File: src/rtl/mem_arbiter.sv
// Round-robin two-requester arbiter/sequencer for the single-port negedge memory.
// Optional requester-1 write protection below WPROT_LIMIT: define MEM_ARB_WPROT_EN.
module mem_arbiter #(
    parameter int unsigned DATA_WIDTH    = 32,
    parameter int unsigned ADDRESS_WIDTH = 12
`ifdef MEM_ARB_WPROT_EN
    ,
    parameter logic [ADDRESS_WIDTH-1:0] WPROT_LIMIT = ADDRESS_WIDTH'(12'h100)
`endif
) (
    input  logic                     clk,
    input  logic                     reset,

    input  logic                     req0,
    input  logic                     we0,
    input  logic [ADDRESS_WIDTH-1:0] addr0,
    input  logic [DATA_WIDTH-1:0]    wdata0,
    output logic                     ack0,
    output logic [DATA_WIDTH-1:0]    rdata0,

    input  logic                     req1,
    input  logic                     we1,
    input  logic [ADDRESS_WIDTH-1:0] addr1,
    input  logic [DATA_WIDTH-1:0]    wdata1,
    output logic                     ack1,
    output logic [DATA_WIDTH-1:0]    rdata1,
`ifdef MEM_ARB_WPROT_EN
    output logic                     err1,
`endif

    output logic                     mem_wEn,
    output logic [ADDRESS_WIDTH-1:0] mem_addr,
    output logic [DATA_WIDTH-1:0]    mem_dataIn,
    input  logic [DATA_WIDTH-1:0]    mem_dataOut
);

    typedef enum logic {
        IDLE   = 1'b0,
        ACCESS = 1'b1
    } state_e;

    typedef struct packed {
        logic                     we;
        logic [ADDRESS_WIDTH-1:0] addr;
        logic [DATA_WIDTH-1:0]    data;
    } req_t;

    state_e                   state_q, state_d;
    logic                     gnt_q, gnt_d;
    logic                     last_q, last_d;
    logic                     wen_q, wen_d;
    logic [ADDRESS_WIDTH-1:0] addr_q, addr_d;
    logic [DATA_WIDTH-1:0]    wdata_q, wdata_d;
`ifdef MEM_ARB_WPROT_EN
    logic                     prot_q, prot_d;
    logic                     blocked_c;
`endif

    req_t pl0_c, pl1_c, win_pl_c;
    logic win_c;
    logic any_req_c;
    logic in_access_c;

    // Winner selection: a lone request wins; on contention the one that did not go last.
    always_comb begin
        pl0_c     = '{we: we0, addr: addr0, data: wdata0};
        pl1_c     = '{we: we1, addr: addr1, data: wdata1};
        any_req_c = req0 | req1;
        win_c     = (req0 & req1) ? ~last_q : req1;
        win_pl_c  = win_c ? pl1_c : pl0_c;
`ifdef MEM_ARB_WPROT_EN
        blocked_c = win_c & pl1_c.we & (pl1_c.addr < WPROT_LIMIT);
`endif
    end

    // Next-state and register-input logic.
    always_comb begin
        state_d = state_q;
        gnt_d   = gnt_q;
        last_d  = last_q;
        wen_d   = wen_q;
        addr_d  = addr_q;
        wdata_d = wdata_q;
`ifdef MEM_ARB_WPROT_EN
        prot_d  = prot_q;
`endif
        case (state_q)
            IDLE: begin
                wen_d = 1'b0;
                if (any_req_c) begin
                    state_d = ACCESS;
                    gnt_d   = win_c;
                    last_d  = win_c;
                    addr_d  = win_pl_c.addr;
                    wdata_d = win_pl_c.data;
`ifdef MEM_ARB_WPROT_EN
                    wen_d   = win_pl_c.we & ~blocked_c;
                    prot_d  = blocked_c;
`else
                    wen_d   = win_pl_c.we;
`endif
                end
            end
            ACCESS: begin
                // Single-cycle access; write enable drops on the way back to IDLE.
                state_d = IDLE;
                wen_d   = 1'b0;
`ifdef MEM_ARB_WPROT_EN
                prot_d  = 1'b0;
`endif
            end
            default: begin
                state_d = IDLE;
                wen_d   = 1'b0;
            end
        endcase
    end

    always_ff @(posedge clk) begin
        if (reset) begin
            state_q <= IDLE;
            gnt_q   <= 1'b0;
            last_q  <= 1'b1;
            wen_q   <= 1'b0;
            addr_q  <= '0;
            wdata_q <= '0;
`ifdef MEM_ARB_WPROT_EN
            prot_q  <= 1'b0;
`endif
        end else begin
            state_q <= state_d;
            gnt_q   <= gnt_d;
            last_q  <= last_d;
            wen_q   <= wen_d;
            addr_q  <= addr_d;
            wdata_q <= wdata_d;
`ifdef MEM_ARB_WPROT_EN
            prot_q  <= prot_d;
`endif
        end
    end

    // Acks are decoded from state/grant and masked while reset is asserted.
    always_comb begin
        in_access_c = (state_q == ACCESS);
        ack0        = ~reset & in_access_c & ~gnt_q;
        ack1        = ~reset & in_access_c &  gnt_q;
        rdata0      = (in_access_c & ~gnt_q) ? mem_dataOut : '0;
        rdata1      = (in_access_c &  gnt_q) ? mem_dataOut : '0;
`ifdef MEM_ARB_WPROT_EN
        err1        = ack1 & prot_q;
`endif
    end

    assign mem_wEn    = wen_q;
    assign mem_addr   = addr_q;
    assign mem_dataIn = wdata_q;

endmodule

File: config.mk
export PLATFORM = sky130hd
export DESIGN_NAME = mem_arbiter
export DESIGN_NICKNAME = d
export VERILOG_FILES = /design/src/rtl/mem_arbiter.sv
export SDC_FILE = /design/constraint.sdc
export NUM_CORES = 1
export LEC_CHECK = 0
export ABC_AREA = 0
export CAP_MARGIN = 10
export CORE_AREA = 2 2 91 93
export CTS_CLUSTER_DIAMETER = 120
export CTS_CLUSTER_SIZE = 24
export DETAILED_ROUTE_END_ITERATION = 16
export DIE_AREA = 0 0 93 95
export DONT_BUFFER_PORTS = 1
export MAX_ROUTING_LAYER = met4
export PLACE_DENSITY = 0.46
export SYNTH_ARGS = -nofsm -noshare
export SYNTH_HDL_FRONTEND = slang
export SYNTH_SLANG_ARGS = --single-unit
File: constraint.sdc
create_clock -name clk -period 2.8 [get_ports clk]
set_input_delay 0.84 -clock clk [delete_from_list [all_inputs] [get_ports clk]]
set_output_delay 0.84 -clock clk [all_outputs]
set_load 0.02 [all_outputs]
Yosys cells after proc, flatten, opt, wreduce, memory -nomap -nowiden
Cells that the tools add are included.
- register bits after elaboration: 48
- output and inout port bits: 111
- word-level logic and storage cells: 26
- bits of input ports: 126
- muxes and demuxes: 8
- bitwise operators: 11
- reduce and logical (&&, ||, !) cells: 1
- operators by type and width (cell ; number):
    32-bit two-way mux ; 2
    45-bit two-way mux ; 1
    1-bit bitwise AND ; 6
    1-bit NOT ; 4
    1-bit case mux with 2 select lines ; 2
    1-bit two-way mux ; 3
    2-bit AND reduction ; 1
    1-bit bitwise OR ; 1

Logic depth before layout (Yosys ltp)
Gate-level depths: netlist of the first run.
- depth in word-level cells: 5
- depth in mapped cells: 5
- depth with buffers taken out: 3

Worst setup path before layout of the first run
OpenSTA, ideal clock, no wires.
- path type: input to output
- from: input reset
- to: output ack1
- setup slack: 0.372 ns
- required time: 1.960 ns
- stages: 3
- buffers on the path: 2
- arrival time: 1.588 ns
- path through: clkbuf_1 > clkbuf_1 > nor2_1
- word-level cells in the longest chain between the ends: 3
- RTL lines (element ; RTL line ; source):
    start: declaration ; 12 ; input logic reset,
    1-bit NOT ; 147 ; ack1 = ~reset & in_access_c & gnt_q;
    1-bit bitwise AND (2 in a row) ; 147 ;
    end: declaration ; 25 ; output logic ack1,
No other way between the ends.

Worst setup path after layout of the first run
- from: register gnt_q
- to: output ack0
- word-level cells in the longest chain between the ends: 2
- RTL lines (element ; RTL line ; source):
    start: declaration ; 49 ; logic gnt_q, gnt_d;
    start signal: assignment ; 132 ; gnt_q <= gnt_d;
    1-bit NOT ; 146 ; ack0 = ~reset & in_access_c & ~gnt_q;
    1-bit bitwise AND ; 146 ;
    end: declaration ; 18 ; output logic ack0,
No other way between the ends.

==> results of run 1 <==
==> worst paths after layout <==
check	startpoint	to	slack [ps]	depth (start not counted)
max reg2reg	in_access_c$_SDFF_PP0_	mem_addr[5]$_SDFFE_PP0P_	1120	5
min	mem_addr[9]$_SDFFE_PP0P_	mem_addr[9]$_SDFFE_PP0P_	600	2
max	gnt_q$_SDFFE_PP0P_	ack0	360	3
min reg2reg	mem_addr[9]$_SDFFE_PP0P_	mem_addr[9]$_SDFFE_PP0P_	600	2
==> cell families after synthesis <==
kind of cell | after synthesis
compound gates | 94
buf+inv | 35
simple gates | 161
mux | 1
flops | 48
==> power by group through the flow <==
stage          combinational [mW]  clock (mW)  sequential [mW]
2_1_floorplan               0.322           0            0.881
3_5_place_dp                0.346           0            0.897
4_1_cts                     0.347       0.452            0.882
6_report                    0.343       0.427            0.880
5_1_grt                     0.384       0.470            0.888
3_3_place_gp                0.339           0            0.898
==> layout make-up <==
class / instances / area [µm²]
fill: 859 / 5170
multi-input combinational: 256 / 1510
sequential: 48 / 961
tap: 105 / 131
clock buffer: 7 / 86.3
timing repair buffer: 7 / 65.1
clock inverter: 1 / 7.51
==> layout by cell type (no fill, tap or decap) <==
cell	count
o21bai_4	1
and2b_1	1
buf_12	1
nor3_1	1
and2_1	32
buf_4	6
a21oi_1	44
nand2b_1	1
clkbuf_1	1
a21boi_4	1
o21ba_2	1
a21bo_2	1
nor2b_1	1
nor2_1	48
a221o_1	1
clkinvlp_4	1
dfxtp_1	48
clkbuf_8	6
a2bb2oi_1	1
a211oi_2	19
and3_1	32
a211oi_1	25
mux2i_1	1
nand2_1	45
==> state kept, by name, summed over array words and instances, names as in the netlist <==
register,cells
last_q,1
in_access_c,1
mem_wEn,1
gnt_q,1
mem_addr,12
mem_dataIn,32
==> metal layers <==
| metal | vias up | wire, µm | GRT usage, % |
|---|---|---|---|
| met2 | 124 | 3800 | 28.0 |
| met1 | 1110 | 3320 | 20.7 |
| met4 | 0 | 34 | 2.94 |
| met5 | - | 0 | - |
| li1 | 1116 | - | - |
| met3 | 4 | 756 | 5.43 |
==> through the flow <==
| stage | util [%] | hold WS, ps | setup WS [ps] |
|---|---|---|---|
| floorplan | - | 566 | 372 |
| global placement | 33.6 | 581 | 740 |
| detailed placement | 33.6 | 585 | 675 |
| CTS | 34.8 | 583 | 349 |
| global route | 34.8 | 581 | 190 |
| finish | 34.8 | 597 | 355 |
==> worst max-delay path, delay by kind of cell, from the launching register on <==
family | cells | cell delay, ps
AND/OR/NAND/NOR | 2 | 860
flip-flops | 1 | 310
buffers and inverters | 1 | 150
==> cell usage after synthesis (6+ instances only) <==
library cell | n | area share, %
nor2_1 | 48 | 6.8
buf_2 | 6 | 1.1
a211oi_2 | 19 | 8.9
buf_4 | 7 | 2.0
nand2_1 | 45 | 6.3
a211oi_1 | 25 | 7.0
and3_1 | 32 | 7.5
and2_1 | 32 | 7.5
a21oi_1 | 44 | 8.3
clkbuf_1 | 16 | 2.3
buf_6 | 6 | 2.5
dfxtp_1 | 48 | 36
==> metrics.csv, run 1 <==
metric;value;unit
die_w;93;µm
period_needed;2440;ps
power.density;598;nW/µm²
placed_cells;416;
crit_slowest_cell;and2b_1;
cap_violations;0;
switching_share;35.0;%
vias_per_cell;5.55;
cts_resized;0;
drtPass1Iterations;4;
hold_buffers;0;
cp.arrival;1600;ps
synthDistinctLibCells;23;
min_period_over_period;87.3;%
syn_inst;339;
postLayoutCellArea;2760;µm²
setup_violations;0;
synthFlopType;dfxtp_1;
power.leakage;1.19;nW
hp-class;reg2reg;
die_area;8840;µm²
synth_compound_area_share;26.7;%
synth_top_family_by_area;simple AND/OR/NAND/NOR gates;
cts_setup_buffers;0;
vdd_drop_max;0.205;mV
p_sw;0.578;mW
endpoint_kind;output pin;
drc_errors;0;
critPathKind;reg2out;
grt_start_max_net_pins;51;
pin_count;237;
ys_seq_area_share;36.0;%
wl;7910;µm
die_h;95;µm
pwr-share-clk;25.9;%
fin_setup_tns;0;ps
cts_tree;built;
yosysWarnings;0;
htree_levels;2;
avgSynthCellArea;7.87;µm²
cpPeakStageDelay;650;ps
syn_area;2670;µm²
io_buffer_count;0;
overflow;0;
synthAdderAreaFrac;0;%
place_congestion;0.742;
ys_async_sr_fraction;0;%
clk_latency;290;ps
tightest_slew;708;ps
rsz0062_at_grt;false;
hold_viol_final;0;
hpwl;5370;µm
critPathLaunchType;flop;
clock_sinks;48;
cts_max_path_buffers;2;
path_clk_slew;90;ps
antenna_found_initial;0;
critPathMaxFanout;33;
syn_to_final_growth;3.43;%
core_area;7930;µm²
nets;444;
slew_viol_final;0;
ys_ff_latch;48;
p_seq_share;53.3;%
finalNonFillerCells;424;
p_comb_share;20.8;%
rows;33;
p_total;1.65;mW
grt_pass1_vias;2201;
worstPathRequired;1960;ps
internal_power;1.07;mW
synthMuxAreaShare;0.375;%
status;finished, final reports clean;
n_antenna_cell;0;
synthXorXnorAreaFrac;0;%
num_vias;2354;
slew_headroom;52.8;%
crit_chain;and2b_1 -> nor2b_1 -> buf_4;
root_buffer;clkbuf_8;
drt_iter0_drc;87;
numCtsBuffers;5;
synth-simple-area-share;29.0;%
synth_edf_count;0;
wl_per_cell;18.6;µm
skew;8.88;ps
start_util;33.6;%
final_antenna_net_count;0;
placed_cell_area;2660;µm²
grt_pass1_wl;11600;µm
drive_gt1_share;11.6;%
grt_use_total;17.0;%
fmax;409;MHz
syn-num-nets;465;
No activity file was read; power rests on OpenSTA's default activity.
==> run 2: changes to the inputs <==
--- a/config.mk
+++ b/config.mk
@@ -7,14 +7,16 @@
 export LEC_CHECK = 0
 export ABC_AREA = 0
 export CAP_MARGIN = 10
-export CORE_AREA = 2 2 91 93
+export CORE_AREA = 3 3 92 94
 export CTS_CLUSTER_DIAMETER = 120
 export CTS_CLUSTER_SIZE = 24
 export DETAILED_ROUTE_END_ITERATION = 16
-export DIE_AREA = 0 0 93 95
+export DIE_AREA = 0 0 95 97
 export DONT_BUFFER_PORTS = 1
+export GPL_ROUTABILITY_DRIVEN = 0
 export MAX_ROUTING_LAYER = met4
 export PLACE_DENSITY = 0.46
+export SLEW_MARGIN = 5
 export SYNTH_ARGS = -nofsm -noshare
 export SYNTH_HDL_FRONTEND = slang
 export SYNTH_SLANG_ARGS = --single-unit
==> run 2 against run 1 <==
  * Non-clock buffer count up 2
  * Via count increased by 0.85%
  * Sequential cell count unchanged
  * Global-route usage shrank 0.11 points
  * Clock power rose by 42%
  * Fmax up 3.8%
  * Sequential share of layout area down 0.83 points
  * Clock skew down 2.2 ps
  * Die area is 4.3% higher
  * Cell count decreased by 0.24%
  * Register-to-register slack worse by 100 ps
==> metrics.csv, run 2 (synthesized netlist as in run 1, its figures left out) <==
metric;value;unit;change
drt_iter0_drc;84;;-3.4%
clock_sinks;48;;unchanged
p_comb_share;18.9;%;-1.9 points
critPathKind;reg2out;;
n_antenna_cell;0;;unchanged
grt_start_max_net_pins;51;;unchanged
endpoint_kind;output pin;;
r2r_cells;5;;unchanged
cts_tree;built;;
rows;32;;-3.0%
path_clk_slew;100;ps;about the same
num_vias;2374;;+0.85%
p_total;1.84;mW;+12%
hp-class;in2reg;;
drc_errors;0;;unchanged
die_area;9220;µm²;+4.3%
hold_viol_final;0;;unchanged
setup_violations;0;;unchanged
slew_headroom;65.7;%;+13 points
start_util;34.5;%;+0.87 points
final_antenna_net_count;0;;unchanged
switching_share;32.8;%;-2.2 points
io_buffer_count;0;;unchanged
largest_reg_flops;32;;unchanged
ff2ff_setup_slack;1020;ps;-100 ps
cts_setup_buffers;0;;unchanged
worstHoldStart;reset;;
p_seq_share;48.0;%;-5.3 points
numCtsBuffers;5;;unchanged
holdPathEnd;mem_dataIn[23]$_SDFFE_PP0P_;;
power.leakage;1.23;nW;+3.3%
worstPathRequired;1960;ps;about the same
clk_latency;300;ps;about the same
syn_to_final_growth;5.96;%;
antenna_found_initial;0;;unchanged
wl_per_cell;19.7;µm;+5.9%
hold_buffers;0;;unchanged
skew;6.72;ps;-2.16 ps
overflow;0;;unchanged
grt_pass1_vias;2312;;+5.0%
layout_common_cells;48 x nor2_1, 48 x dfxtp_1, 45 x nand2_1, 44 x a21oi_1;;
period_needed;2360;ps;-88.6 ps
drive_gt1_share;12.5;%;+0.86 points
hpwl;5880;µm;+9.6%
die_h;97;µm;+2.1%
grt_pass1_wl;12200;µm;+4.7%
core_area;7730;µm²;-2.5%
power.density;651;nW/µm²;+8.9%
nets;446;;+0.45%
critPathMaxFanout;33;;unchanged
critPathLaunchType;flop;;
htree_levels;2;;unchanged
pwr-share-clk;33.1;%;+7.2 points
fin_setup_tns;0;ps;unchanged
status;finished, final reports clean;;
slew_viol_final;0;;unchanged
worstReg2RegStart;in_access_c$_SDFF_PP0_;;
reg2reg_to;mem_dataIn[26]$_SDFFE_PP0P_;;
cts_resized;0;;unchanged
fmax;424;MHz;+3.8%
cp.arrival;1520;ps;-80 ps
cap_violations;0;;unchanged
vdd_drop_max;0.236;mV;+15%
rsz0062_at_grt;false;;
p_sw;0.603;mW;+4.4%
min_period_over_period;84.2;%;-3.2 points
internal_power;1.24;mW;+15%
drtPass1Iterations;4;;unchanged
pin_count;237;;unchanged
wl;8350;µm;+5.7%
tightest_slew;514;ps;-194 ps
root_buffer;clkbuf_8;;
cts_max_path_buffers;2;;unchanged
grt_use_total;16.9;%;-0.11 points
min_path_cells;1;;-1
vias_per_cell;5.61;;+1.1%
die_w;95;µm;+2.2%
## run 2: cell count changes in the layout (fill, tap and decap cells not counted), sizes merged
cell,previous run,this run
buf,7,9
bufinv,0,2
clkbuf,7,5
clkinvlp,1,0
inv,0,1
## run 2: layer usage
metal  global-route usage (%)  up-vias  routed length (µm)  share of wire, %
met5                        -        -                   0                 0
li1                         -     1125                   -                 -
met1                     20.4     1106                3420                41
met3                     4.51        4                 818               9.8
met2                     28.3      139                4070                49
met4                     3.00        0                  41              0.49
## run 2: final cells by class
type,count,area [µm²]
Fill cell,820,4900
Clock buffer,5,68.8
Timing Repair Buffer,9,92.6
Clock inverter,3,68.8
Tap cell,102,128
Multi-Input combinational cell,256,1510
Sequential cell,48,961
## run 2: worst max-delay path: stages, from the launching register on
cell and delay (ps):
dfxtp_1 500, and2b_1 220, buf_4 200, nor2b_1 150, buf_4 150
## run 2: worst max-delay path by stage
stage	depth (start not counted)	from	to	slack (ps)
6_report	4	gnt_q$_SDFFE_PP0P_	ack0	440
5_1_grt	4	in_access_c$_SDFF_PP0_	ack0	310
4_1_cts	4	gnt_q$_SDFFE_PP0P_	ack0	430
3_5_place_dp	4	in_access_c$_SDFF_PP0_	ack0	780
3_3_place_gp	1	reset	ack1	810
2_1_floorplan	3	reset	ack1	370
## run 2: metrics by stage
| stage | utilization, % | worst slack [ps] | cell area (µm²) | hold slack, ps | cells |
|---|---|---|---|---|---|
| floorplan | - | 372 | 2670 | 566 | 339 |
| global placement | 34.8 | 809 | 2690 | 577 | 415 |
| detailed placement | 34.8 | 785 | 2690 | 586 | 415 |
| CTS | 36.6 | 435 | 2830 | 572 | 423 |
| global route | 36.6 | 309 | 2830 | 562 | 423 |
| finish | 36.6 | 444 | 2830 | 582 | 423 |
## run 2: power by group through the flow
stage,combinational [mW],clock [mW],sequential [mW]
finish,0.348,0.608,0.884
global route,0.389,0.654,0.893
CTS,0.354,0.630,0.886
detailed placement,0.353,0,0.901
global placement,0.347,0,0.901
floorplan,0.322,0,0.881
